===== src/rtl/mem_ctl_sram_pkg.sv =====
// ============================================================================
// Package : mem_ctl_pkg
// Brief   : Shared FSM state type and default geometry/latency constants for
//           the SRAM memory controller.
// Config  : MEM_CTL_SRAM_PARITY_EN (see mem_ctl_sram_array)
// Rev     : 1.0 - initial release
// ============================================================================
`default_nettype none

package mem_ctl_pkg;

  localparam int C_ADDR_W  = 4;
  localparam int C_DATA_W  = 8;
  localparam int C_LATENCY = 3;
  localparam int C_CNT_W   = 4;

  typedef enum logic [1:0] {
    IDLE = 2'd0,
    BUSY = 2'd1,
    DONE = 2'd2
  } state_e;

endpackage

`default_nettype wire


===== src/rtl/mem_ctl_sram_if.sv =====
// ============================================================================
// Interface : mem_ctl_sram_if
// Brief     : Request/completion bus between a controller (master) and the
//             SRAM controller (slave). Four-phase level handshake.
// Rev       : 1.0 - initial release
// ============================================================================
`default_nettype none

interface mem_ctl_sram_if #(
  parameter int ADDR_W = 4,
  parameter int DATA_W = 8
);
  logic              mem_write;
  logic              mem_read;
  logic [ADDR_W-1:0] mem_addr;
  logic [DATA_W-1:0] mem_wdata;
  logic [DATA_W-1:0] mem_rdata;
  logic              mem_done;
  logic              proto_err;

  modport master (
    output mem_write, mem_read, mem_addr, mem_wdata,
    input  mem_rdata, mem_done, proto_err
  );

  modport slave (
    input  mem_write, mem_read, mem_addr, mem_wdata,
    output mem_rdata, mem_done, proto_err
  );
endinterface

`default_nettype wire


===== src/rtl/mem_ctl_sram_array.sv =====
// ============================================================================
// Module : mem_ctl_sram_array
// Brief  : Synchronous-write storage array with a registered read port. The
//          read register only loads on a read strobe, so it holds the last
//          read word across writes and idle cycles.
// Config : MEM_CTL_SRAM_PARITY_EN - store an even-parity bit per word and
//          flag a parity mismatch on every read strobe.
// Rev    : 1.0 - initial release
// ============================================================================
`default_nettype none

module mem_ctl_sram_array #(
  parameter int ADDR_W = 4,
  parameter int DATA_W = 8
) (
  input  wire logic              clk,
  input  wire logic              rst_n,
  input  wire logic              we_i,
  input  wire logic              re_i,
  input  wire logic [ADDR_W-1:0] addr_i,
  input  wire logic [DATA_W-1:0] wdata_i,
  output logic      [DATA_W-1:0] rdata_o,
  output logic                   par_err_o
);

`ifdef MEM_CTL_SRAM_PARITY_EN
  localparam int WORD_W = DATA_W + 1;
`else
  localparam int WORD_W = DATA_W;
`endif
  localparam int DEPTH = 2 ** ADDR_W;

  logic [WORD_W-1:0] mem_q [DEPTH];
  logic [WORD_W-1:0] word_wr;
  logic [WORD_W-1:0] word_rd;
  logic [DATA_W-1:0] rdata_q;

`ifdef MEM_CTL_SRAM_PARITY_EN
  // Parity bit sits above the data so the whole stored word XORs to zero.
  assign word_wr   = {^wdata_i, wdata_i};
  assign word_rd   = mem_q[addr_i];
  assign par_err_o = re_i & (^word_rd);
`else
  assign word_wr   = wdata_i;
  assign word_rd   = mem_q[addr_i];
  assign par_err_o = 1'b0;
`endif

  // Storage: written on commit only; deliberately not reset.
  always_ff @(posedge clk) begin
    if (we_i) mem_q[addr_i] <= word_wr;
  end

  // Read data register: loads only on a completing read.
  always_ff @(posedge clk or negedge rst_n) begin
    if (!rst_n)    rdata_q <= '0;
    else if (re_i) rdata_q <= word_rd[DATA_W-1:0];
  end

  assign rdata_o = rdata_q;

endmodule

`default_nettype wire


===== src/rtl/mem_ctl_sram.sv =====
// ============================================================================
// Module : mem_ctl_sram
// Brief  : SRAM controller with a fixed access latency. Accepts one level
//          request in IDLE, waits LATENCY cycles, commits/reads the array on
//          the BUSY->DONE edge and holds mem_done until the request drops.
//          Protocol violations (both requests, request dropped early, parity
//          mismatch when enabled) set a sticky proto_err.
// Config : MEM_CTL_SRAM_PARITY_EN - enables per-word parity in the array.
// Rev    : 1.0 - initial release
// ============================================================================
`default_nettype none

module mem_ctl_sram
  import mem_ctl_pkg::*;
#(
  parameter int ADDR_W  = C_ADDR_W,
  parameter int DATA_W  = C_DATA_W,
  parameter int LATENCY = C_LATENCY   // legal range 1..15 (4-bit counter)
) (
  input  wire logic      clk,
  input  wire logic      rst_n,
  mem_ctl_sram_if.slave  bus
);

  state_e             state_q, state_d;
  logic [C_CNT_W-1:0] cnt_q, cnt_d;
  logic               op_wr_q, op_wr_d;
  logic [ADDR_W-1:0]  addr_q, addr_d;
  logic [DATA_W-1:0]  wdata_q, wdata_d;
  logic               done_q, done_d;
  logic               err_q, err_d;
  logic               arr_we, arr_re;
  logic               par_err;
  logic               req_held;

  // The request that keeps the in-flight operation alive is the one captured.
  assign req_held = op_wr_q ? bus.mem_write : bus.mem_read;

  // State and captured-request registers.
  always_ff @(posedge clk or negedge rst_n) begin
    if (!rst_n) begin
      state_q <= IDLE;
      cnt_q   <= '0;
      op_wr_q <= 1'b0;
      addr_q  <= '0;
      wdata_q <= '0;
      done_q  <= 1'b0;
      err_q   <= 1'b0;
    end else begin
      state_q <= state_d;
      cnt_q   <= cnt_d;
      op_wr_q <= op_wr_d;
      addr_q  <= addr_d;
      wdata_q <= wdata_d;
      done_q  <= done_d;
      err_q   <= err_d;
    end
  end

  // Next-state logic and array strobes.
  always_comb begin
    state_d = state_q;
    cnt_d   = cnt_q;
    op_wr_d = op_wr_q;
    addr_d  = addr_q;
    wdata_d = wdata_q;
    done_d  = done_q;
    err_d   = err_q | par_err;
    arr_we  = 1'b0;
    arr_re  = 1'b0;

    unique case (state_q)
      IDLE: begin
        done_d = 1'b0;
        if (bus.mem_write || bus.mem_read) begin
          op_wr_d = bus.mem_write;
          addr_d  = bus.mem_addr;
          wdata_d = bus.mem_wdata;
          cnt_d   = C_CNT_W'(LATENCY - 1);
          state_d = BUSY;
          if (bus.mem_write && bus.mem_read) err_d = 1'b1;
        end
      end
      BUSY: begin
        if (!req_held) begin
          // Early drop aborts: nothing touches the array or read register.
          err_d   = 1'b1;
          done_d  = 1'b0;
          state_d = IDLE;
        end else if (cnt_q == '0) begin
          arr_we  = op_wr_q;
          arr_re  = !op_wr_q;
          done_d  = 1'b1;
          state_d = DONE;
        end else begin
          cnt_d = cnt_q - 1'b1;
        end
      end
      DONE: begin
        if (!bus.mem_write && !bus.mem_read) begin
          done_d  = 1'b0;
          state_d = IDLE;
        end
      end
      default: begin
        done_d  = 1'b0;
        state_d = IDLE;
      end
    endcase
  end

  mem_ctl_sram_array #(
    .ADDR_W (ADDR_W),
    .DATA_W (DATA_W)
  ) u_array (
    .clk       (clk),
    .rst_n     (rst_n),
    .we_i      (arr_we),
    .re_i      (arr_re),
    .addr_i    (addr_q),
    .wdata_i   (wdata_q),
    .rdata_o   (bus.mem_rdata),
    .par_err_o (par_err)
  );

  assign bus.mem_done  = done_q;
  assign bus.proto_err = err_q;

endmodule

`default_nettype wire


===== src/flat_wrapper.sv =====
// flat-port wrapper written by rule: the top's interface ports become plain ports
module mem_ctl_sram_flat import mem_ctl_pkg::*;
#(
  parameter int ADDR_W  = C_ADDR_W,
  parameter int DATA_W  = C_DATA_W,
  parameter int LATENCY = C_LATENCY                                       
)
  (clk, rst_n, bus_mem_write, bus_mem_read, bus_mem_addr, bus_mem_wdata, bus_mem_rdata, bus_mem_done, bus_proto_err);
  mem_ctl_sram_if #(.ADDR_W(ADDR_W), .DATA_W(DATA_W)) bus_i ();
  input  wire logic clk;
  input  wire logic rst_n;
  input wire logic [$bits(bus_i.mem_write)-1:0] bus_mem_write;
  input wire logic [$bits(bus_i.mem_read)-1:0] bus_mem_read;
  input wire logic [$bits(bus_i.mem_addr)-1:0] bus_mem_addr;
  input wire logic [$bits(bus_i.mem_wdata)-1:0] bus_mem_wdata;
  output wire logic [$bits(bus_i.mem_rdata)-1:0] bus_mem_rdata;
  output wire logic [$bits(bus_i.mem_done)-1:0] bus_mem_done;
  output wire logic [$bits(bus_i.proto_err)-1:0] bus_proto_err;
  assign bus_i.mem_write = bus_mem_write;
  assign bus_i.mem_read = bus_mem_read;
  assign bus_i.mem_addr = bus_mem_addr;
  assign bus_i.mem_wdata = bus_mem_wdata;
  assign bus_mem_rdata = bus_i.mem_rdata;
  assign bus_mem_done = bus_i.mem_done;
  assign bus_proto_err = bus_i.proto_err;
  mem_ctl_sram #(.ADDR_W(ADDR_W), .DATA_W(DATA_W), .LATENCY(LATENCY)) u_core (.clk(clk), .rst_n(rst_n), .bus(bus_i));
endmodule

===== config.mk =====
export PLATFORM = sky130hd
export DESIGN_NAME = mem_ctl_sram_flat
export DESIGN_NICKNAME = d
export VERILOG_FILES = /design/src/rtl/mem_ctl_sram_pkg.sv /design/src/rtl/mem_ctl_sram_if.sv /design/src/rtl/mem_ctl_sram_array.sv /design/src/rtl/mem_ctl_sram.sv /design/src/flat_wrapper.sv
export SDC_FILE = /design/constraint.sdc
export NUM_CORES = 1
export LEC_CHECK = 0
export CAP_MARGIN = 40
export CORE_MARGIN = 1.5
export CORE_UTILIZATION = 55
export CTS_BUF_LIST = sky130_fd_sc_hd__clkbuf_4 sky130_fd_sc_hd__clkbuf_8
export DETAILED_ROUTE_END_ITERATION = 6
export PLACE_DENSITY_LB_ADDON = 0.25
export RECOVER_POWER = 25
export REMOVE_ABC_BUFFERS = 1
export SLEW_MARGIN = 20
export SYNTH_ARGS = -nofsm -noshare
export SYNTH_HDL_FRONTEND = slang
export SYNTH_SLANG_ARGS = --single-unit

===== constraint.sdc =====
create_clock -name clk -period 2.79 [get_ports clk]
set_clock_uncertainty 0.2 [all_clocks]
set_input_delay 0.6975 -clock clk [delete_from_list [all_inputs] [get_ports clk]]
set_output_delay 0.6975 -clock clk [all_outputs]
set_load 0.05 [all_outputs]

# [After elaboration in Yosys (flattened, before gate mapping)]
# Memory sizes are Yosys's and may differ from the RTL's. A register that Yosys moved wholly into a read port is not among the register bits.
# Index checks and enable logic that the tools add are counted.
[op_classes] n_eq_ne=9 n_mux=26 reduce_logical=15 add_sub_neg=1
[op_table] cell="$mux W1" count=15
[op_table] cell="$mux W4" count=3
[op_table] cell="$mux W2" count=4
[op_table] cell="$ne A2 B1 Y1 const B" count=4
[op_table] cell="$pmux W4 S2" count=1
[op_table] cell="$reduce_and A4 Y1" count=2
[op_table] cell="$pmux W2 S3" count=1
[op_table] cell="$logic_not A1 Y1" count=4
[op_table] cell="$logic_not A4 Y1" count=1
[op_table] cell="$ne A2 B2 Y1 const B" count=2
[op_table] cell="$pmux W1 S2" count=2
[op_table] cell="$reduce_and A2 Y1" count=2
[op_table] cell="$sub A4 B1 Y4 const B" count=1
[op_table] cell="$ne A3 B3 Y1 const B" count=1
[op_table] cell="$reduce_and A3 Y1" count=1
[op_table] cell="$eq A2 B1 Y1 const B" count=1
[op_table] cell="$eq A2 B2 Y1 const B" count=1
[op_table] cell="$logic_and A1 B1 Y1" count=2
[op_table] cell="$logic_not A2 Y1" count=1
[op_table] cell="$reduce_bool A2 Y1" count=1
[op_table] cell="$logic_or A1 B1 Y1" count=1
[word_totals] reg_bits=21 ram_bits=128 elab_cells=59 n_memories=1 input_bits=16
[mem_list] name="u_core.u_array.mem_q" words=16 width=8 rd=1 rd_ports_with_merged_regs=1 write_ports=1 line_no="mem_ctl_sram_array.sv:33" rtl="logic [WORD_W-1:0] mem_q [DEPTH];"

# [Longest topological paths before layout]
# Gate-level depths: netlist of the first run.
[logic_depth] depth_word=6 depth_mapped=9 mapped_depth_nobuf=6

# [By module]
# From an unflattened synthesis of the first run, not the netlist that was laid out.
[unflattened] hier_cells=391 area_unflattened_um2=6361.1
[by_module_without_submodules] mod="mem_ctl_sram_array" seq_area_each_um2=4043.9 cells_each=306 n_inst=1 area_per_inst_um2=5366.4
[by_module_without_submodules] mod="mem_ctl_sram" seq_area_each_um2=525.5 cells_each=85 n_inst=1 area_per_inst_um2=994.7

# [Worst setup path before layout of the first run]
# OpenSTA, ideal clock, no wires.
[synth_timing] kind="register to register" start="register u_core.cnt_q[0]" end="memory u_core.u_array.mem_q[0][0] in the netlist's numbering (enable)" setup_ps=383 slack_ps=-173 t_required_ps=2207 n_path_buf=1 path_stages_with_launch=8 t_arrival_ps=2379 path_cell_list="dfrtp_1 inv_1 ha_1 or3b_1 buf_2 nor3_1 or3b_1 nor3_1"
[synth_via] elab_chain_cells=6
[synth_rtl] item="start: declaration" line_no="mem_ctl_sram.sv:26" rtl="logic [C_CNT_W-1:0] cnt_q, cnt_d;"
[synth_rtl] item="start signal: assignment" line_no="mem_ctl_sram.sv:51" rtl="cnt_q <= cnt_d;"
[synth_rtl] item="$logic_not A4 Y1" line_no="mem_ctl_sram.sv:90" rtl="end else if (cnt_q == '0) begin"
[synth_rtl] item="$mux W1" line_no="mem_ctl_sram.sv:90"
[synth_rtl] item="$mux W1" line_no="mem_ctl_sram.sv:85" rtl="if (!req_held) begin"
[synth_rtl] item="$mux W1" line_no="mem_ctl_sram.sv:72" rtl="unique case (state_q)"
[synth_rtl] item="$mux W1" line_no="mem_ctl_sram_array.sv:51" rtl="if (we_i) mem_q[addr_i] <= word_wr;"
[synth_rtl] item="$mux W1 (not written as such)" line_no="mem_ctl_sram_array.sv:51"
[synth_rtl] item="end: declaration" line_no="mem_ctl_sram_array.sv:33"
# No other way between the ends.

# [Worst setup path after layout of the first run]
[layout_timing] start="register u_core.cnt_q[0]" end="memory u_core.u_array.mem_q[0][2] in the netlist's numbering (enable)"
# The elaborated chain is that of the path after synthesis.

==> impl_metrics.tcl, run 1 <==
set metrics [dict create \
    utilization_pct 65.7 \
    rr_startpoint "u_core.cnt_q[0]$_DFFE_PN0P_" \
    clock_latency_ns 0.44 \
    synth_warnings 0 \
    critPathKind "reg -> reg" \
    avgViaCountPerCell 5.76 \
    drtIter0Drc 251 \
    die_area_sq_mm 0.0118 \
    cts_hold_buf 0 \
    yosysMostFrequentCell "edfxtp_1" \
    cp_cell_sequence "inv_1, ha_1, or3b_1, nor3_1, or3b_1, nor3_1, buf_4" \
    p_total_mw 7.25 \
    rsz0062_at_grt "false" \
    grt_overflow 0 \
    whs_path_depth 1 \
    clk_pin_slew_ns 0.08 \
    fmax_ghz 0.384 \
    worstPathMaxFanout 8 \
    drive_gt1_share_pct 25.4 \
    dr_total_vias 3101 \
    p_sw_share_pct 31.6 \
    hold_viol_final 0 \
    ant_nets 0 \
    maxCapViolCount 1 \
    die_w_um 109 \
    reg2regPathDepth 7 \
    synth-main-ff-cell "edfxtp_1" \
    numClockSinks 157 \
    wirelength_um 11200 \
    slowest_delay_ns 0.44 \
    pin_count 26 \
    endpoint_kind "flip-flop" \
    fin_nets 403 \
    status "complete, but fails checks" \
    grt_usage_pct 21.9 \
    endpoint "u_core.u_array.mem_q[0][2]$_DFFE_PP_" \
    portBuffers 25 \
    htree_levels 4 \
    net-switching-power_mw 2.29 \
    slew_violations 30 \
    tns_ns 0 \
    synth_cells 331 \
    pwr-share-clk_pct 24.7 \
    row_count 38 \
    avgSynthCellArea_sq_um 18.6 \
    cts_made_buffers 17 \
    synth_seq_cells 157 \
    finalCriticalPeriod_ns 2.60 \
    post_cts_buffers 0 \
    setup_viol_count_final 0 \
    area_growth_syn_to_layout_pct 16.3 \
    min_path_type "reg -> reg" \
    start_kind "flip-flop" \
    synth.top_cell.area_share_pct 62.5 \
    cp_slowest_cell "or3b_1" \
    startpoint "u_core.cnt_q[0]$_DFFE_PN0P_" \
    wl_per_cell_um 20.7 \
    grt_pass1_wl_um 17900 \
    dp_hpwl_um 7290 \
    clockRootBuffer "clkbuf_8" \
    worst_slew_pin_slew_ns 1.64 \
    start_util_pct 56.5 \
    yosys-top-cells-count "edfxtp_1, mux4_2, dfrtp_1" \
    p_leak_nw 2.53 \
    rrSetupSlack_ns 0.19 \
    async_flop_share_pct 18.5 \
    drc_errors 0 \
    violations "max-capacitance violations, max-slew violations" \
    slew-limit-headroom_pct -9.43 \
    seq_area_frac_synth_pct 74.3 \
    routabilityCongestion 0.787 \
    die_h_um 109 \
    crit_arrival_ns 2.55 \
    min-delay-start "u_core.u_array.rdata_o[5]$_DFFE_PN0P_" \
    grt_pass1_vias 3264 \
    tritoncts "yes" \
    synth.area.top_cells "edfxtp_1, dfrtp_1, mux4_2" \
    power_density_mw_per_mm2 1010 \
    antenna_found_initial 0 \
    grt_max_degree 37 \
    cts_resized 0 \
    timing.rr.end "u_core.u_array.mem_q[0][2]$_DFFE_PP_" \
    synth_edf_count 128 \
    intPower_mw 4.96 \
    drt_pass1_iterations 4 \
    fin_crit_sh_pct 93.3 \
    synth_top_area_cell "edfxtp_1" \
    cts_max_path_buffers 2 \
    required_ns 2.74 \
    p_comb_share_pct 27.7 \
    core_region_area_sq_mm 0.0109 \
    num-fill-cells 722 \
    pwr-share-seq_pct 47.5 \
    antenna_cells 0 \
    syn-cell-area_sq_mm 0.00615 \
    synth_cell_types 36 \
    peakVddDrop_uv 881 \
]
==> registers in the layout (all words and copies together) (netlist names) <==
signal / flops
u_core.op_wr_q: 1
u_core.wdata_q: 8
u_core.u_array.mem_q: 128
u_core.bus.proto_err: 1
u_core.cnt_q: 4
u_core.bus.mem_done: 1
u_core.addr_q: 4
u_core.state_q: 2
u_core.u_array.rdata_o: 8
==> worst min-delay path by stage <==
stage	endpoint	slack, ns
CTS	u_core.u_array.rdata_o[5]$_DFFE_PN0P_	0.28
finish	u_core.u_array.rdata_o[5]$_DFFE_PN0P_	0.28
global route	u_core.u_array.rdata_o[2]$_DFFE_PN0P_	0.32
global placement	u_core.u_array.rdata_o[3]$_DFFE_PN0P_	0.26
floorplan	u_core.addr_q[0]$_DFFE_PN0P_	0.20
detailed placement	u_core.u_array.rdata_o[5]$_DFFE_PN0P_	0.27
==> kinds of logic (layout without fill, tap and decap cells) <==
group | count (synthesis) | after routing | synth area share (%)
mux | 46 | 46 | 14.1
compound gates | 34 | 34 | 4.03
xor+xnor | 2 | 2 | 0.285
buf+inv | 21 | 88 | 1.65
flops | 157 | 157 | 74.3
fa+ha+maj | 2 | 2 | 0.407
simple gates | 69 | 69 | 5.23
==> layout by cell type (no fill, tap or decap), types with 3 or more instances in the layout <==
master,instances
inv_1,3
mux2_2,6
a211oi_2,3
nand2_1,28
clkbuf_8,18
mux4_2,32
bufinv_16,4
clkdlybuf4s50_1,24
a21o_1,7
o21ai_0,3
edfxtp_1,128
o22ai_1,7
nor3_1,6
buf_4,25
a211oi_1,4
clkbuf_4,3
nand2b_1,5
mux2i_1,8
nand3_1,4
nor2_1,17
dfrtp_1,29
==> per-stage QoR <==
stage	hold WS (ns)	std cells	worst slack [ns]	cell area [sq um]
floorplan	0.202	313	-0.139	6060
global placement	0.259	506	0.0280	6720
detailed placement	0.266	506	0.0230	6720
CTS	0.283	538	0.168	7160
global route	0.317	538	0.0690	7150
finish	0.280	538	0.187	7150
==> metal layers <==
metal	routed length (um)	GRT usage (%)	share of wire (%)
met1	4380	28.5	39
met2	5830	35.4	52
met3	853	5.14	7.6
met4	104	10.1	0.93
met5	0	0	0
==> power by group through the flow <==
stage | sequential [mW] | clock, mW | combinational, mW
after floorplan | 3.73 | 0 | 1.00
after global placement | 3.49 | 0 | 2.03
after detailed placement | 3.52 | 0 | 2.05
after CTS | 3.46 | 1.83 | 2.05
after global routing | 3.51 | 1.94 | 2.19
final | 3.45 | 1.79 | 2.01
==> area by class of cell <==
class | instances | area [sq um] | share of cell area, %
clock buffer | 21 | 270 | 3.78
clock inverter | 11 | 166 | 2.33
inverter | 3 | 11.3 | 0.157
multi-input combinational | 153 | 1480 | 20.7
sequential | 157 | 4570 | 63.9
tap | 140 | 175 | 2.45
timing repair buffer | 53 | 482 | 6.73
==> worst max-delay path, delay by kind of cell (launching register included) <==
kind | cells | cell delay [ns]
AND/OR/NAND/NOR | 4 | 1.28
buffers and inverters | 2 | 0.29
flip-flops | 1 | 0.41
adder cells (fa/ha/maj) | 1 | 0.14
Power figures use the tool's default switching activity.
==> run 2: changes to the inputs <==
- PLACE_DENSITY: unset -> 0.75
- PLACE_DENSITY_LB_ADDON: 0.25 -> unset
==> run 2 against run 1 <==
Compared with the run above: the flow still finishes with violations (max-capacitance violations, max-slew violations); register-to-register slack improved by 0.02 ns; global-route usage rose by 0.28 points; wire length rose by 3.5%.
==> impl_metrics.tcl, run 2 (synthesis gave the netlist of run 1 again) <==
set metrics [dict create \
    status "complete, but fails checks" \
    violations "max-capacitance violations, max-slew violations" \
    setup_viol_count_final 0 \
    htree_levels 4 \
    p_leak_nw 2.51 \
    rr_startpoint "u_core.cnt_q[0]$_DFFE_PN0P_" \
    area_growth_syn_to_layout_pct 15.1 \
    num-fill-cells 730 \
    p_comb_share_pct 28.9 \
    fin_nets 405 \
    cts_max_path_buffers 2 \
    grt_overflow 0 \
    grt_pass1_wl_um 18100 \
    start_util_pct 56.5 \
    wl_per_cell_um 21.4 \
    pin_count 26 \
    drive_gt1_share_pct 26.3 \
    crit_arrival_ns 2.52 \
    die_w_um 109 \
    ant_nets 0 \
    die_area_sq_mm 0.0118 \
    fin_cells 540 \
    intPower_mw 4.68 \
    fmax_ghz 0.387 \
    endpoint_kind "flip-flop" \
    core_region_area_sq_mm 0.0109 \
    clockRootBuffer "clkbuf_8" \
    drc_errors 0 \
    worst_hold_slack_ns 0.283 \
    reg2regPathDepth 7 \
    routabilityCongestion 0.763 \
    drt_pass1_iterations 4 \
    dp.cells 508 \
    grt_pass1_vias 3204 \
    slew-limit-headroom_pct -12.2 \
    rrSetupSlack_ns 0.21 \
    grt_usage_pct 22.2 \
    dp_hpwl_um 7520 \
    critPathKind "reg -> reg" \
    startpoint "u_core.cnt_q[0]$_DFFE_PN0P_" \
    start_kind "flip-flop" \
    portBuffers 25 \
    avgViaCountPerCell 5.83 \
    tritoncts "yes" \
    whs_path_depth 1 \
    net-switching-power_mw 2.32 \
    drtIter0Drc 251 \
    required_ns 2.73 \
    peakVddDrop_uv 785 \
    cts_hold_buf 0 \
    timing.rr.end "u_core.u_array.mem_q[0][7]$_DFFE_PP_" \
    min_path_type "reg -> reg" \
    worstPathMaxFanout 8 \
    worst_slew_pin_slew_ns 1.68 \
    wirelength_um 11600 \
    hold_viol_final 0 \
    clk_pin_slew_ns 0.09 \
    dr_total_vias 3146 \
    fin_crit_sh_pct 92.5 \
    rsz0062_at_grt "false" \
    maxCapViolCount 1 \
    layout_commonest_cell "edfxtp_1" \
    final_cell_mix "edfxtp_1, mux4_2, buf_4, dfrtp_1, nand2_1" \
    largest_register_ffs 128 \
    p_total_mw 7.00 \
    row_count 38 \
    min-delay-start "u_core.u_array.rdata_o[0]$_DFFE_PN0P_" \
    p_sw_share_pct 33.2 \
    finalCriticalPeriod_ns 2.58 \
    hold_path_end "u_core.u_array.rdata_o[0]$_DFFE_PN0P_" \
    regArea_sq_mm 0.00457 \
    antenna_cells 0 \
    multi_input_area_sq_mm 0.00149 \
    clock_latency_ns 0.43 \
    power_density_mw_per_mm2 989 \
    antenna_found_initial 0 \
    cts_made_buffers 17 \
    die_h_um 109 \
    slew_violations 30 \
    pwr-share-clk_pct 22.0 \
    numClockSinks 157 \
    pwr-share-seq_pct 49.1 \
    grt_max_degree 38 \
    largest-register "u_core.u_array.mem_q" \
]
==> run 2: cell count changes in the layout (fill, tap and decap cells not counted), sizes merged <==
cell and delta:
buf +2, bufinv -3, clkbuf +1, clkinvlp -2, inv +4
==> run 2: per-stage QoR <==
step	setup slack (ns)	util (%)	cell area, sq um	TNS [ns]
detailed placement	-0.0548	61.6	6710	-0.437
global placement	-0.00792	61.6	6710	-0.0624
floorplan	-0.139	-	6060	-1.11
CTS	0.106	65.0	7080	0
finish	0.209	65.0	7080	0
global route	0.0389	65.0	7080	0
==> run 2: how the worst max path moves through the flow <==
stage | end | slack (ns) | cells after the start
after floorplan | u_core.u_array.mem_q[0][0]$_DFFE_PP_ | -0.14 | 6
after global placement | u_core.u_array.mem_q[0][0]$_DFFE_PP_ | -0.008 | 6
after detailed placement | u_core.u_array.mem_q[0][4]$_DFFE_PP_ | -0.05 | 6
after CTS | u_core.u_array.mem_q[0][4]$_DFFE_PP_ | 0.11 | 7
after global routing | u_core.u_array.mem_q[0][4]$_DFFE_PP_ | 0.04 | 7
final | u_core.u_array.mem_q[0][7]$_DFFE_PP_ | 0.21 | 7
==> run 2: per-layer routing <==
layer / global-route usage [%] / vias to the layer above / part of all wire [%]
met5: 0 / - / 0
met3: 5.92 / 6 / 6.8
met1: 30.5 / 1604 / 42
met4: 7.42 / 0 / 0.87
li1: - / 1422 / -
met2: 34.9 / 114 / 50
==> run 2: cell type report <==
type / count / area share (%)
Clock buffer: 22 / 3.92
Multi-Input combinational cell: 153 / 21.0
Sequential cell: 157 / 64.5
Timing Repair Buffer: 55 / 6.66
Clock inverter: 10 / 1.25
Tap cell: 140 / 2.47
Inverter: 3 / 0.159
==> run 2: repair_timing <==
item | in CTS | in global routing
gates resized for setup | 0 | 1
setup endpoints to repair | 0 | 8
setup buffers | 0 | 0
hold endpoints to repair | 0 | 0
==> run 2: power by group through the flow <==
| stage | Clock [mW] | Combinational, mW | Sequential, mW |
|---|---|---|---|
| floorplan | 0 | 1.00 | 3.73 |
| global placement | 0 | 2.00 | 3.47 |
| detailed placement | 0 | 2.05 | 3.49 |
| CTS | 1.57 | 2.05 | 3.45 |
| global route | 1.68 | 2.19 | 3.49 |
| finish | 1.54 | 2.03 | 3.44 |
==> run 2: worst max-delay path, stage by stage (launching register included) <==
cell	delay [ns]
dfrtp_1	0.41
inv_1	0.09
ha_1	0.14
or3b_1	0.39
nor3_2	0.23
or3b_1	0.43
nor3_1	0.18
buf_4	0.21
==> run 3: changes to the inputs <==
- GPL_TIMING_DRIVEN: unset -> 1
- RECOVER_POWER: 25 -> 50
- clock period: 2.79 -> 2.2 ns (I/O delays scaled with it)
==> run 3 against run 2 <==
Compared with the run above: the run ends with negative setup slack left; core utilization increased by 3.4 points; sequential power increased by 28%; die area unchanged; flip-flop and latch count unchanged; clock power increased by 52%; design area increased by 5.3%; critical endpoint is now u_core.u_array.mem_q[0][0]$_DFFE_PP_; largest cell class unchanged.
==> impl_metrics.tcl, run 3 (synthesis gave the netlist of run 1 again) <==
set metrics [dict create \
    status "complete, but fails checks" \
    violations "negative setup slack" \
    pwr-share-seq_pct 45.3 \
    dp_slack_ns -0.548 \
    final_cell_mix "edfxtp_1, buf_4, mux4_2" \
    start_util_pct 56.5 \
    rrSetupSlack_ns -0.30 \
    crit_arrival_ns 2.44 \
    pwr-share-clk_pct 24.2 \
    intPower_mw 6.52 \
    p_total_mw 9.68 \
    dp.cells 516 \
    clk_pin_slew_ns 0.08 \
    setup_viol_count_final 136 \
    area_growth_syn_to_layout_pct 21.2 \
    fin_nets 420 \
    start_kind "flip-flop" \
    dr_total_vias 3302 \
    cts_max_path_buffers 2 \
    die_w_um 109 \
    drc_errors 0 \
    regArea_sq_mm 0.00457 \
    net-switching-power_mw 3.17 \
    grt_overflow 0 \
    wl_per_cell_um 22.7 \
    grt_usage_pct 23.7 \
    fin_ws_ns -0.297 \
    p_comb_share_pct 30.5 \
    rsz0062_at_grt "true" \
    antenna_cells 0 \
    slew_violations 0 \
    min_path_type "reg -> reg" \
    endpoint_kind "flip-flop" \
    routabilityCongestion 0.800 \
    p_sw_share_pct 32.7 \
    peakVddDrop_uv 980 \
    startpoint "u_core.cnt_q[1]$_DFFE_PN0P_" \
    worstPathMaxFanout 8 \
    fmax_ghz 0.401 \
    fin_cells 555 \
    fin_area_sq_mm 0.00745 \
    critPathKind "reg -> reg" \
    slew-limit-headroom_pct 47.9 \
    p_leak_nw 2.68 \
    drt_pass1_iterations 5 \
    worst_slew_pin_slew_ns 0.781 \
    cts_made_buffers 17 \
    worst_hold_slack_ns 0.284 \
    ant_nets 0 \
    portBuffers 25 \
    grt_pass1_vias 3463 \
    avgViaCountPerCell 5.95 \
    dpl-instance-area_sq_mm 0.00678 \
    die_h_um 109 \
    largest-register "u_core.u_array.mem_q" \
    wirelength_um 12600 \
    finalCriticalPeriod_ns 2.50 \
    min-delay-start "u_core.bus.proto_err$_DFFE_PN0P_" \
    die_area_sq_mm 0.0118 \
    tritoncts "yes" \
    largest_register_ffs 128 \
    fin_crit_sh_pct 113 \
    power_density_mw_per_mm2 1300 \
    drtIter0Drc 439 \
    dp_hpwl_um 7520 \
    grt_pass1_wl_um 19200 \
    row_count 38 \
    multi_input_area_sq_mm 0.00160 \
    clockRootBuffer "clkbuf_8" \
    maxCapViolCount 0 \
    grt_max_degree 38 \
    antenna_found_initial 0 \
    rr_startpoint "u_core.cnt_q[1]$_DFFE_PN0P_" \
    htree_levels 4 \
    drive_gt1_share_pct 36.4 \
    clock_latency_ns 0.44 \
    required_ns 2.14 \
    layout_commonest_cell "edfxtp_1" \
    num-fill-cells 677 \
    hold_viol_final 0 \
    core_region_area_sq_mm 0.0109 \
    numClockSinks 157 \
    pin_count 26 \
    cts_hold_buf 0 \
]
[run 3: cell count changes in the layout (fill, tap and decap cells not counted), sizes merged]
cell / change
clkbuf: +2
buf: +24
inv: -5
bufinv: +3
or4b: +1
clkdlybuf4s50: -10
[run 3: path summary, 6_finish.rpt]
kind / to / depth (start not counted)
min: u_core.bus.proto_err$_DFFE_PN0P_ / 1
max in group asynchronous: u_core.addr_q[2]$_DFFE_PN0P_ / 2
max reg2reg: u_core.u_array.mem_q[0][0]$_DFFE_PP_ / 7
max: u_core.u_array.mem_q[0][0]$_DFFE_PP_ / 7
min reg2reg: u_core.bus.proto_err$_DFFE_PN0P_ / 1
min in group asynchronous: u_core.u_array.rdata_o[6]$_DFFE_PN0P_ / 2
[run 3: critical path, stage by stage (launching register included)]
cell and delay [ns]:
dfrtp_1 0.40, inv_2 0.06, ha_1 0.13, or3b_4 0.41, nor3_4 0.18, or3b_4 0.45
nor3_4 0.18, buf_6 0.18
[run 3: power by group through the flow]
stage	Clock [mW]	Combinational, mW	Sequential, mW
after floorplan	0	1.27	4.73
after global placement	0	2.65	4.39
after detailed placement	0	2.70	4.43
after CTS	2.38	2.90	4.38
after global routing	2.48	3.17	4.44
final	2.34	2.95	4.39
[run 3: area by class of cell]
class                      instances  area share [%]
clock inverter                     8            1.88
inverter                           3           0.151
multi-input combinational        154            21.5
clock buffer                      24            4.10
timing repair buffer              69            8.73
tap                              140            2.35
sequential                       157            61.3
[run 3: routing by layer]
| layer | share of wire [%] | vias up | GRT usage [%] |
|---|---|---|---|
| li1 | - | 1449 | - |
| met1 | 40 | 1665 | 32.2 |
| met2 | 48 | 173 | 36.1 |
| met3 | 9.1 | 15 | 6.52 |
| met4 | 2.3 | 0 | 11.4 |
| met5 | 0 | - | 0 |
[run 3: what timing repair did]
action                     in CTS  in global routing
cloned                          1                  0
setup endpoints to repair     136                137
hold endpoints to repair        0                  0
pin swaps                      11                  1
buffers inserted                5                  1
resized for setup              31                 13
[run 3: metrics by stage]
stage                     utilization (%)  setup TNS, ns
after global placement               62.3         -45.77
final                                68.4         -26.03
after global routing                 68.4         -35.25
after CTS                            67.9         -14.89
after detailed placement             62.3         -54.26
after floorplan                         -         -52.10
